$ cat src/rtl/k_fifo_ctrl.sv
// Pointer/flag controller for a synchronous FIFO built around an external
// dual-port RAM (registered write, combinational read).
module k_fifo_ctrl #(
    parameter int ptr_size = 1,
    parameter int af_level = 1,
    parameter int ae_level = 1
) (
    input  logic                clk,
    input  logic                rst_n,
    input  logic                flush,
    input  logic                in_valid,
    output logic                in_ready,
    output logic                out_valid,
    input  logic                out_ready,
    output logic                ram_wen,
    output logic [ptr_size-1:0] ram_waddr,
    output logic [ptr_size-1:0] ram_raddr,
    output logic                full,
    output logic                empty,
    output logic                almost_full,
    output logic                almost_empty,
    output logic [ptr_size:0]   count
);

    localparam int PW = ptr_size + 1;
    localparam logic [PW-1:0] AF_LVL = PW'(af_level);
    localparam logic [PW-1:0] AE_LVL = PW'(ae_level);

    // Pointers carry one extra wrap bit so full and empty are distinguishable.
    logic [PW-1:0] wptr_q, wptr_d;
    logic [PW-1:0] rptr_q, rptr_d;
    logic          push, pop;

    assign empty        = (wptr_q == rptr_q);
    assign full         = (wptr_q[ptr_size] != rptr_q[ptr_size]) &&
                          (wptr_q[ptr_size-1:0] == rptr_q[ptr_size-1:0]);
    assign count        = wptr_q - rptr_q;
    assign almost_full  = (count >= AF_LVL);
    assign almost_empty = (count <= AE_LVL);

    assign in_ready  = !full;
    assign out_valid = !empty;
    assign push      = in_valid & in_ready;
    assign pop       = out_valid & out_ready;

    // A flush cycle must not leave a stale word behind in the RAM array.
    assign ram_wen   = push & !flush;
    assign ram_waddr = wptr_q[ptr_size-1:0];
    assign ram_raddr = rptr_q[ptr_size-1:0];

    always_comb begin
        wptr_d = wptr_q;
        rptr_d = rptr_q;
        if (flush) begin
            wptr_d = '0;
            rptr_d = '0;
        end else begin
            if (push) wptr_d = wptr_q + PW'(1);
            if (pop)  rptr_d = rptr_q + PW'(1);
        end
    end

    always_ff @(posedge clk or negedge rst_n) begin
        if (!rst_n) begin
            wptr_q <= '0;
            rptr_q <= '0;
        end else begin
            wptr_q <= wptr_d;
            rptr_q <= rptr_d;
        end
    end

endmodule
$ cat config.mk
export PLATFORM = sky130hd
export DESIGN_NAME = k_fifo_ctrl
export DESIGN_NICKNAME = d
export VERILOG_FILES = /design/src/rtl/k_fifo_ctrl.sv
export SDC_FILE = /design/constraint.sdc
export NUM_CORES = 1
export LEC_CHECK = 0
export ABC_CLOCK_PERIOD_IN_PS = 1300
export BUFFER_PORTS_ARGS = -buffer_cell sky130_fd_sc_hd__buf_2
export CAP_MARGIN = 15
export CORE_AREA = 2 2 39 41
export CTS_CLUSTER_SIZE = 30
export DETAILED_ROUTE_END_ITERATION = 6
export DIE_AREA = 0 0 41 43
export PLACE_DENSITY = 0.48
export SLEW_MARGIN = 30
export SYNTH_ARGS = -nofsm -noshare
export SYNTH_HDL_FRONTEND = slang
export SYNTH_SLANG_ARGS = --single-unit
$ cat constraint.sdc
create_clock -name clk -period 1.3 [get_ports clk]
set_input_delay 0.13 -clock clk [delete_from_list [all_inputs] [get_ports clk]]
set_output_delay 0.13 -clock clk [all_outputs]
set_load 0.02 [all_outputs]
Yosys cells after proc, flatten, opt, wreduce, memory -nomap -nowiden
Cells that the tools add are included.
- eq/ne operators: 3
- $mul: 0
- reduce and logical (&&, ||, !) cells: 6
- bitwise logic cells: 3
- divide/modulo/power cells: 0
- add/subtract/negate cells: 3
- shift operators: 0
- mux-type cells: 4
- $lt $le $gt $ge: 2
- operators with widths (operator ; count):
    two-way mux 2 bit ; 4
    adder 2 x 1 -> 2 bit, second input constant ; 2
    nonzero test 2 bit ; 2
    AND 1 bit ; 3
    zero test 1 bit ; 3
    equality test 2 bit ; 1
    greater-or-equal comparator 2 x 1 -> 1 bit, second input constant ; 1
    <= comparator 2 x 1 -> 1 bit, second input constant ; 1
    subtractor 2 bit ; 1
    equality test 1 bit ; 1
    logical AND 1 bit ; 1
    inequality test 1 bit ; 1
- input port bits: 5
- register bits after elaboration: 4
- bits in read-only memories: 0
- latch bits: 0
- RAM bits: 0
- memories: 0
- output and inout bits: 11

Logic depth before layout (Yosys ltp)
Gate-level depths: netlist of the first run.
- depth in word-level cells: 6
- depth in mapped cells: 6

Worst setup path before layout of the first run
Ideal clock, no wire load.
- path type: flip-flop to output port
- start: reg wptr_q[0]
- end: out ram_wen
- slack: -0.415 ns
- buffers on the path: 1
- stages on the path, launching flop included: 7
- data required time: 1.170 ns
- arrival: 1.585 ns
- cell sequence: dfrtp_1 inv_1 ha_1 buf_4 nand2b_2 inv_2 nor3b_2
- word-level cells in the longest chain between the ends: 5
- ends and longest elaborated chain (item ; RTL line ; text):
    from (decl) ; 30 ; logic [PW-1:0] wptr_q, wptr_d;
    from (signal assigned) ; 68 ; wptr_q <= wptr_d;
    equality test 1 bit ; 36 ; (wptr_q[ptr_size-1:0] == rptr_q[ptr_size-1:0]);
    logical AND 1 bit ; 35 ; assign full = (wptr_q[ptr_size] != rptr_q[ptr_size]) &&
    zero test 1 bit ; 41 ; assign in_ready = !full;
    net in_ready ; 12 ; output logic in_ready,
    AND 1 bit ; 43 ; assign push = in_valid & in_ready;
    AND 1 bit ; 47 ; assign ram_wen = push & !flush;
    to (decl) ; 15 ; output logic ram_wen,
The timed path passes the listed nets, and every way through them passes these cells.

Worst setup path in the final report of the first run
- start: reg rptr_q[0]
- end: out ram_wen
- word-level cells in the longest chain between the ends: 5
- ends and longest elaborated chain (item ; RTL line ; text):
    from (decl) ; 31 ; logic [PW-1:0] rptr_q, rptr_d;
    from (signal assigned) ; 69 ; rptr_q <= rptr_d;
    equality test 1 bit ; 36 ;
    logical AND 1 bit ; 35 ;
    zero test 1 bit ; 41 ;
    AND 1 bit ; 43 ;
    AND 1 bit ; 47 ;
No other way between the ends.

==> flow_summary_export.csv, run 1 <==
group,metric,value,unit
status,status,"finished, violations left",
status,violations,"setup timing",
sta,period_minus_slack,1500,ps
final_layout,multi_input_comb_area,258,um2
synth,yosys_warnings,0,
die,io_pins,16,
worst_setup_path,path_class,"reg2out",
placement,place_area,533,um2
final_layout,syn_to_final_growth,108,%
worst_setup_path,crit_arrival,1370,ps
pwr,switchingPower,1.01,mW
sta,setup_ws,-202,ps
hold_path,hold_class,"in2reg",
sta,post-route-period-util,116,%
sta,worst_pin_slew,238,ps
drt,vias,406,
final_layout,stdcell_area,702,um2
synth,synthMuxAreaShare,8.89,%
worst_setup_path,required,1170,ps
sta,timing.fmax,0.666,GHz
synth,synth_top_area_cell,"dfrtp_1",
cts,cts_tree,"yes",
die,die_w,41,um
synth,synth_xor_area_share,7.41,%
global_routing,gr-total-overflow,0,
sta,rsz0062_at_grt,"yes",
synth,syn-num-nets,46,
drt,drt_iter0_markers,21,
cts,htree_levels,1,
final_layout,register_area,103,um2
final_layout,n_antenna_cell,0,
synth,synth_compound_area_share,7.41,%
synth,syn_area,338,um2
drt,viasPerCell,4.51,
final_layout,nets,81,
pwr,comb_power_share,83.9,%
pwr,intPower,1.33,mW
pwr,clkPwrFrac,7.2,%
drt,drt-wirelength-per-cell,11.0,um
cts,cts.sinks,4,
sta,final_max_slew_viol_count,0,
synth,yosys-top-cells-area,"dfrtp_1 30%, mux2i_1 8.9%, xnor2_2 4.8%, inv_1 4.4%, nand2_1 4.4%",
synth,ys_seq_area_share,29.6,%
final_layout,final_cell_mix,"12 x buf_6, 12 x buf_4, 7 x buf_2",
cts,clk_path_buf_depth,2,
pwr,p_seq_share,8.9,%
cts,clk_pin_slew,40,ps
placement,place_congestion,0.735,
die,coreArea,0.00138,mm2
sta,finalSetupViolations,12,
drt,drc,0,
global_routing,first_global_vias,354,
worst_setup_path,start_kind,"flip-flop",
die,die_area,0.00176,mm2
pwr,finalPower,2.34,mW
sta,slew_headroom,83.9,%
drt,drtAntennaViolNets,0,
synth,syn_inst,40,
worst_setup_path,crit_path_end_kind,"output port",
synth,synth_top_area_share,29.6,%
die,start_util,24.4,%
synth,ys_ff_latch,4,
sta,hold_violations,0,
synth,ys_types,23,
final_layout,fillers,136,
drt,first_pass_iters,4,
synth,synth_fa_ha_area_share,3.70,%
global_routing,grt_usage,13.3,%
synth,synth-simple-area-share,33.7,%
pwr,peakVddDrop,1.37,mV
drt,drt_wl_total,991,um
pwr,swShare,43.2,%
global_routing,grt_max_degree,11,
flow_run,drv_cap,0,
placement,portBuffers,15,
synth,syn_area_per_cell,8.45,um2
global_routing,grt_pass1_wl,1570,um
cts,cts-buffers-inserted,3,
pwr,power_leakage,0.352,nW
placement,place_hpwl,727,um
synth,synth_top_family_by_area,"simple AND/OR/NAND/NOR gates",
sta,worst_clock_skew,0.108,ps
die,row_count,14,
pwr,power_density,3340,mW/mm2
die,die_h,43,um
cts,clk-insertion-delay-late,230,ps
global_routing,antenna_found_initial,0,
cts,root_buffer,"clkbuf_4",
worst_setup_path,path_max_fanout,5,
final_layout,drive_gt1_share,66.2,%
[cell families (layout without fill, tap and decap cells)]
| group | count (synthesis) | after routing |
|---|---|---|
| fa+ha+maj | 1 | 1 |
| buf+inv | 7 | 41 |
| flops | 4 | 4 |
| simple gates | 19 | 19 |
| xor+xnor | 2 | 2 |
| mux | 3 | 3 |
| compound gates | 4 | 4 |
[metal layers]
| metal | part of all wire (%) | track usage [%] | wire length (um) |
|---|---|---|---|
| met5 | 0 | 0 | 0 |
| met4 | 0 | 4.67 | 0 |
| met3 | 4.2 | 4.71 | 42 |
| met2 | 52 | 17.5 | 511 |
| met1 | 44 | 19.6 | 437 |
[state kept, by name, indices dropped and copies added (netlist names)]
name and flops:
rptr_q 2, wptr_q 2
[worst paths after layout]
kind                                        from                     to  slack [ps]  cells past startpoint
hold reg to reg            wptr_q[0]$_DFFE_PN0P_  wptr_q[0]$_DFFE_PN0P_         620                      2
setup / recovery           rptr_q[0]$_DFFE_PN0P_                ram_wen        -200                      5
setup reg to reg           rptr_q[0]$_DFFE_PN0P_  wptr_q[1]$_DFFE_PN0P_        -190                      5
hold / removal                          in_valid  wptr_q[0]$_DFFE_PN0P_         160                      2
min in group asynchronous                  rst_n  wptr_q[1]$_DFFE_PN0P_         240                      2
max in group asynchronous                  rst_n  rptr_q[0]$_DFFE_PN0P_         930                      2
[through the flow]
step / util, % / hold WS (ps) / TNS, ps / instances / setup WS, ps
after floorplan: - / -166 / -786 / 40 / -248
after global placement: 38.5 / -54.0 / -111 / 79 / -58.4
after detailed placement: 38.5 / -57.6 / -88.9 / 79 / -53.6
after CTS: 48.2 / 150 / -1780 / 89 / -232
after global routing: 50.7 / 155 / -2740 / 90 / -294
final: 50.7 / 157 / -1810 / 90 / -202
[final cells by class]
cell class	instances	share of cell area [%]
clock buffers	4	3.74
inverters	5	3.57
multi-input cells	29	36.7
flip-flops and latches	4	14.6
well taps	16	2.85
repair buffers	32	38.5
[repair_timing]
item / in CTS / in global routing
gates resized for setup: 20 / 6
pin swaps: 5 / 3
endpoints found under the hold margin: 4 / 0
hold buffers: 1 / 0
setup endpoints to repair: 12 / 12
cloned: 0 / 0
buffers inserted: 5 / 1
[worst max-delay path: stages (launching register included)]
cell      delay [ps]
dfrtp_2          410
ha_4             280
nand2b_4          90
inv_4             40
nor3b_4          170
buf_6            140
[synthesized netlist by cell type, drive strengths merged]
cell,count
mux2i,3
a31oi,1
nand2,4
and3b,1
a21oi,2
nand3,2
nand2b,1
buf,1
xnor2,1
o311ai,1
dfrtp,4
nand3b,1
or3,1
ha,1
xor2,1
nand4,1
inv,5
nand4b,1
nor2,4
clkbuf,1
nor3b,3
[power groups by stage]
stage / Combinational (mW) / Sequential [mW] / Clock [mW]
3_5_place_dp: 1.38 / 0.211 / 0
3_3_place_gp: 1.39 / 0.210 / 0
6_report: 1.97 / 0.208 / 0.169
4_1_cts: 1.81 / 0.210 / 0.177
2_1_floorplan: 0.806 / 0.258 / 0
5_1_grt: 2.10 / 0.212 / 0.196
(Power assumes the default switching activity.)
==> run 2, diff against run 1 <==
SKIP_CTS_REPAIR_TIMING = 1   (was default)
==> flow_summary_export.csv, run 2 (synthesized netlist as in run 1, its figures left out) <==
group,metric,value,unit
status,status,"finished, violations left",
status,violations,"setup timing",
die,die_w,41,um
cts,cts.sinks,4,
final_layout,top_regs,"rptr_q: 2 flops, wptr_q: 2 flops",
die,row_count,14,
global_routing,grt_usage,11.6,%
worst_setup_path,path_class,"reg2out",
final_layout,postLayoutCoreUtil,47.0,%
worst_setup_path,start_kind,"flip-flop",
final_layout,nets,77,
worst_setup_path,crit_path_end_kind,"output port",
pwr,power_density,3290,mW/mm2
cts,root_buffer,"clkbuf_4",
die,coreArea,0.00138,mm2
sta,fin_setup_tns,-1530,ps
global_routing,first_global_vias,294,
global_routing,grt_pass1_wl,1360,um
cts,clk-insertion-delay-late,230,ps
drt,drt_iter0_markers,16,
cts,clk_pin_slew,40,ps
placement,place_congestion,0.735,
cts,cts-buffers-inserted,3,
pwr,finalPower,2.14,mW
sta,timing.fmax,0.659,GHz
sta,setup_ws,-218,ps
sta,worst_clock_skew,4.66,ps
cts,clk_path_buf_depth,2,
sta,final_max_slew_viol_count,0,
global_routing,gr-total-overflow,0,
worst_setup_path,path_max_fanout,3,
sta,slew_headroom,83.8,%
drt,drt_wl_total,947,um
flow_run,drv_cap,0,
drt,drt-wirelength-per-cell,11.0,um
final_layout,stdcell_area,651,um2
pwr,peakVddDrop,1.24,mV
die,die_h,43,um
worst_setup_path,crit_arrival,1390,ps
die,io_pins,16,
drt,first_pass_iters,4,
sta,worst_pin_slew,240,ps
global_routing,antenna_found_initial,0,
cts,htree_levels,1,
sta,hold_ws,156,ps
sta,post-route-period-util,117,%
die,start_util,24.4,%
sta,hold_violations,0,
hold_path,hold_class,"in2reg",
placement,portBuffers,15,
sta,period_minus_slack,1520,ps
drt,vias,401,
pwr,power_leakage,0.328,nW
drt,drtAntennaViolNets,0,
drt,drc,0,
die,die_area,0.00176,mm2
final_layout,n_antenna_cell,0,
final_layout,final_cell_mix,"9 x buf_2, 9 x buf_6, 9 x buf_4",
cts,cts_tree,"yes",
worst_setup_path,required,1170,ps
sta,finalSetupViolations,12,
global_routing,grt_max_degree,11,
final_layout,drive_gt1_share,61.4,%
placement,place_area,533,um2
sta,rsz0062_at_grt,"yes",
final_layout,syn_to_final_growth,92.6,%
placement,place_hpwl,727,um
drt,viasPerCell,4.66,
==> run 2: cell count changes in the layout (fill, tap and decap cells not counted), sizes merged <==
cell,change
buf,-4
==> run 2: worst max-delay path, cell delays in order (launching register included) <==
cell	delay [ps]
dfrtp_1	400
xnor2_2	230
buf_6	160
xor2_4	150
nand2_1	90
buf_6	140
==> run 2: path summary, 6_finish.rpt <==
path / from / endpoint / slack (ps) / cells past startpoint
max: wptr_q[1]$_DFFE_PN0P_ / almost_full / -220 / 5
min: in_valid / wptr_q[0]$_DFFE_PN0P_ / 160 / 2
max reg2reg: rptr_q[0]$_DFFE_PN0P_ / wptr_q[1]$_DFFE_PN0P_ / -90 / 4
min reg2reg: wptr_q[0]$_DFFE_PN0P_ / wptr_q[0]$_DFFE_PN0P_ / 620 / 2
max in group asynchronous: rst_n / rptr_q[0]$_DFFE_PN0P_ / 920 / 2
min in group asynchronous: rst_n / wptr_q[0]$_DFFE_PN0P_ / 240 / 2
==> run 2: power breakdown <==
group	total, mW	internal [mW]	switching [mW]
logic	1.77	0.896	0.872
clock network	0.164	0.115	0.0489
registers	0.209	0.171	0.0381
total	2.14	1.18	0.959
==> run 2: final cells by class <==
| type | instances | area, um2 |
|---|---|---|
| sequential | 4 | 103 |
| timing repair buffer | 28 | 224 |
| fill | 140 | 733 |
| tap | 16 | 20.0 |
| inverter | 5 | 25.0 |
| clock buffer | 4 | 26.3 |
| multi-input combinational | 29 | 253 |
==> run 2: metrics by stage <==
step / worst slack, ps / instances
detailed placement: -53.6 / 79
global route: -323 / 86
floorplan: -248 / 40
CTS: -260 / 83
finish: -218 / 86
global placement: -58.4 / 79
==> run 2: metal layers <==
layer / routed length (um) / GRT usage [%]
met1: 432 / 18.0
met2: 446 / 14.1
met3: 67 / 4.71
met4: 0 / 4.00
met5: 0 / 0
==> run 3, diff against run 2 <==
ABC_CLOCK_PERIOD_IN_PS = 1450   (was 1300)
PLACE_DENSITY = 0.46   (was 0.48)
clock period = 1.45 ns   (was 1.3 ns; I/O delays follow)
==> flow_summary_export.csv, run 3 (synthesized netlist as in run 1, its figures left out) <==
group,metric,value,unit
status,status,"finished, violations left",
status,violations,"setup timing",
drt,drc,0,
die,io_pins,16,
placement,place_ws,67.7,ps
placement,place_congestion,0.730,
cts,clk-insertion-delay-late,240,ps
final_layout,syn_to_final_growth,97.4,%
pwr,switchingPower,0.879,mW
hold_path,hold_class,"in2reg",
sta,hold_violations,0,
global_routing,grt_usage,12.2,%
sta,post-route-period-util,106,%
sta,period_minus_slack,1530,ps
flow_run,drv_cap,0,
worst_setup_path,path_class,"reg2out",
die,row_count,14,
worst_setup_path,start_kind,"flip-flop",
placement,place_area,488,um2
sta,worst_pin_slew,300,ps
worst_setup_path,crit_arrival,1390,ps
worst_setup_path,r2r-end,"wptr_q[1]$_DFFE_PN0P_",
die,die_h,43,um
worst_setup_path,path_max_fanout,3,
drt,viasPerCell,4.65,
worst_setup_path,worstReg2RegStart,"rptr_q[0]$_DFFE_PN0P_",
placement,placedCellCount,73,
final_layout,register_area,104,um2
pwr,comb_power_share,81.9,%
worst_setup_path,crit_path_end_kind,"output port",
pwr,p_seq_share,10.2,%
cts,root_buffer,"clkbuf_4",
final_layout,stdcell_count,83,
drt,drt_wl_total,931,um
worst_setup_path,ff2ff_setup_slack,-60,ps
sta,final_max_slew_viol_count,0,
sta,finalSetupViolations,7,
sta,hold_ws,205,ps
drt,drt_iter0_markers,4,
global_routing,antenna_found_initial,0,
drt,drt-wirelength-per-cell,11.2,um
pwr,clkPwrFrac,8.0,%
drt,first_pass_iters,2,
cts,htree_levels,1,
global_routing,first_global_vias,316,
final_layout,top_regs,"rptr_q: 2 flops, wptr_q: 2 flops",
final_layout,final_cell_mix,"8 x buf_4, 8 x buf_6, 7 x buf_2",
global_routing,grt_pass1_wl,1370,um
drt,vias,386,
cts,clk_path_buf_depth,2,
pwr,power_leakage,0.324,nW
drt,drtAntennaViolNets,0,
worst_setup_path,required,1310,ps
cts,cts-buffers-inserted,3,
sta,worst_clock_skew,13.9,ps
placement,portBuffers,15,
pwr,peakVddDrop,0.994,mV
cts,cts_tree,"yes",
sta,setup_ws,-80.2,ps
hold_path,hold_end,"wptr_q[1]$_DFFE_PN0P_",
cts,clk_pin_slew,30,ps
cts,cts.sinks,4,
final_layout,multi_input_comb_area,277,um2
global_routing,grt_max_degree,11,
die,start_util,24.4,%
sta,fin_setup_tns,-370,ps
hold_path,min_path_cells,2,
final_layout,fillers,137,
worst_setup_path,ff2ff_path_depth,5,
pwr,power_density,2970,mW/mm2
sta,timing.fmax,0.654,GHz
final_layout,nets,74,
hold_path,min-delay-start,"flush",
die,die_w,41,um
pwr,swShare,44.4,%
sta,slew_headroom,79.7,%
global_routing,gr-total-overflow,0,
pwr,intPower,1.10,mW
die,coreArea,0.00138,mm2
final_layout,stdcell_area,667,um2
die,die_area,0.00176,mm2
sta,rsz0062_at_grt,"yes",
final_layout,n_antenna_cell,0,
final_layout,drive_gt1_share,62.7,%
==> run 3: final cells by class <==
| cell class | instances | share of cell area, % |
|---|---|---|
| tap | 16 | 3.00 |
| clock buffer | 4 | 3.94 |
| inverter | 5 | 3.75 |
| multi-input combinational | 29 | 41.5 |
| sequential | 4 | 15.6 |
| timing repair buffer | 25 | 32.3 |
==> run 3: routing by layer <==
layer,vias to the layer above,global-route usage [%],wire [um]
met1,179,14.7,399
met5,-,0,0
li1,195,-,-
met2,12,17.2,492
met4,0,8.00,0
met3,0,4.71,39
==> run 3: critical path, cell delays in order, from the launching register on <==
cell     delay, ps
dfrtp_2        430
xnor2_4        200
buf_6          150
xor2_4         150
nand2_1         80
buf_6          130
==> run 3: worst max path at each step <==
stage	slack, ps	endpoint	start	depth (start not counted)
5_1_grt	-160	almost_full	wptr_q[1]$_DFFE_PN0P_	5
6_report	-80	almost_full	wptr_q[1]$_DFFE_PN0P_	5
2_1_floorplan	-100	wptr_q[1]$_DFFE_PN0P_	wptr_q[0]$_DFFE_PN0P_	6
3_3_place_gp	90	wptr_q[1]$_DFFE_PN0P_	rptr_q[0]$_DFFE_PN0P_	4
3_5_place_dp	70	wptr_q[1]$_DFFE_PN0P_	rptr_q[0]$_DFFE_PN0P_	4
4_1_cts	-160	almost_full	wptr_q[1]$_DFFE_PN0P_	5
==> run 3: per-stage QoR <==
step           total power, mW  utilization [%]
2_1_floorplan            0.943                -
3_3_place_gp              1.27             35.3
3_5_place_dp              1.26             35.3
4_1_cts                   1.42             37.2
5_1_grt                   2.14             48.2
6_report                  1.98             48.2
==> run 3: power by group through the flow <==
stage	Combinational (mW)	Sequential, mW	Clock, mW
floorplan	0.711	0.232	0
global placement	1.08	0.193	0
detailed placement	1.07	0.194	0
CTS	1.07	0.192	0.161
global route	1.76	0.206	0.173
finish	1.62	0.201	0.157
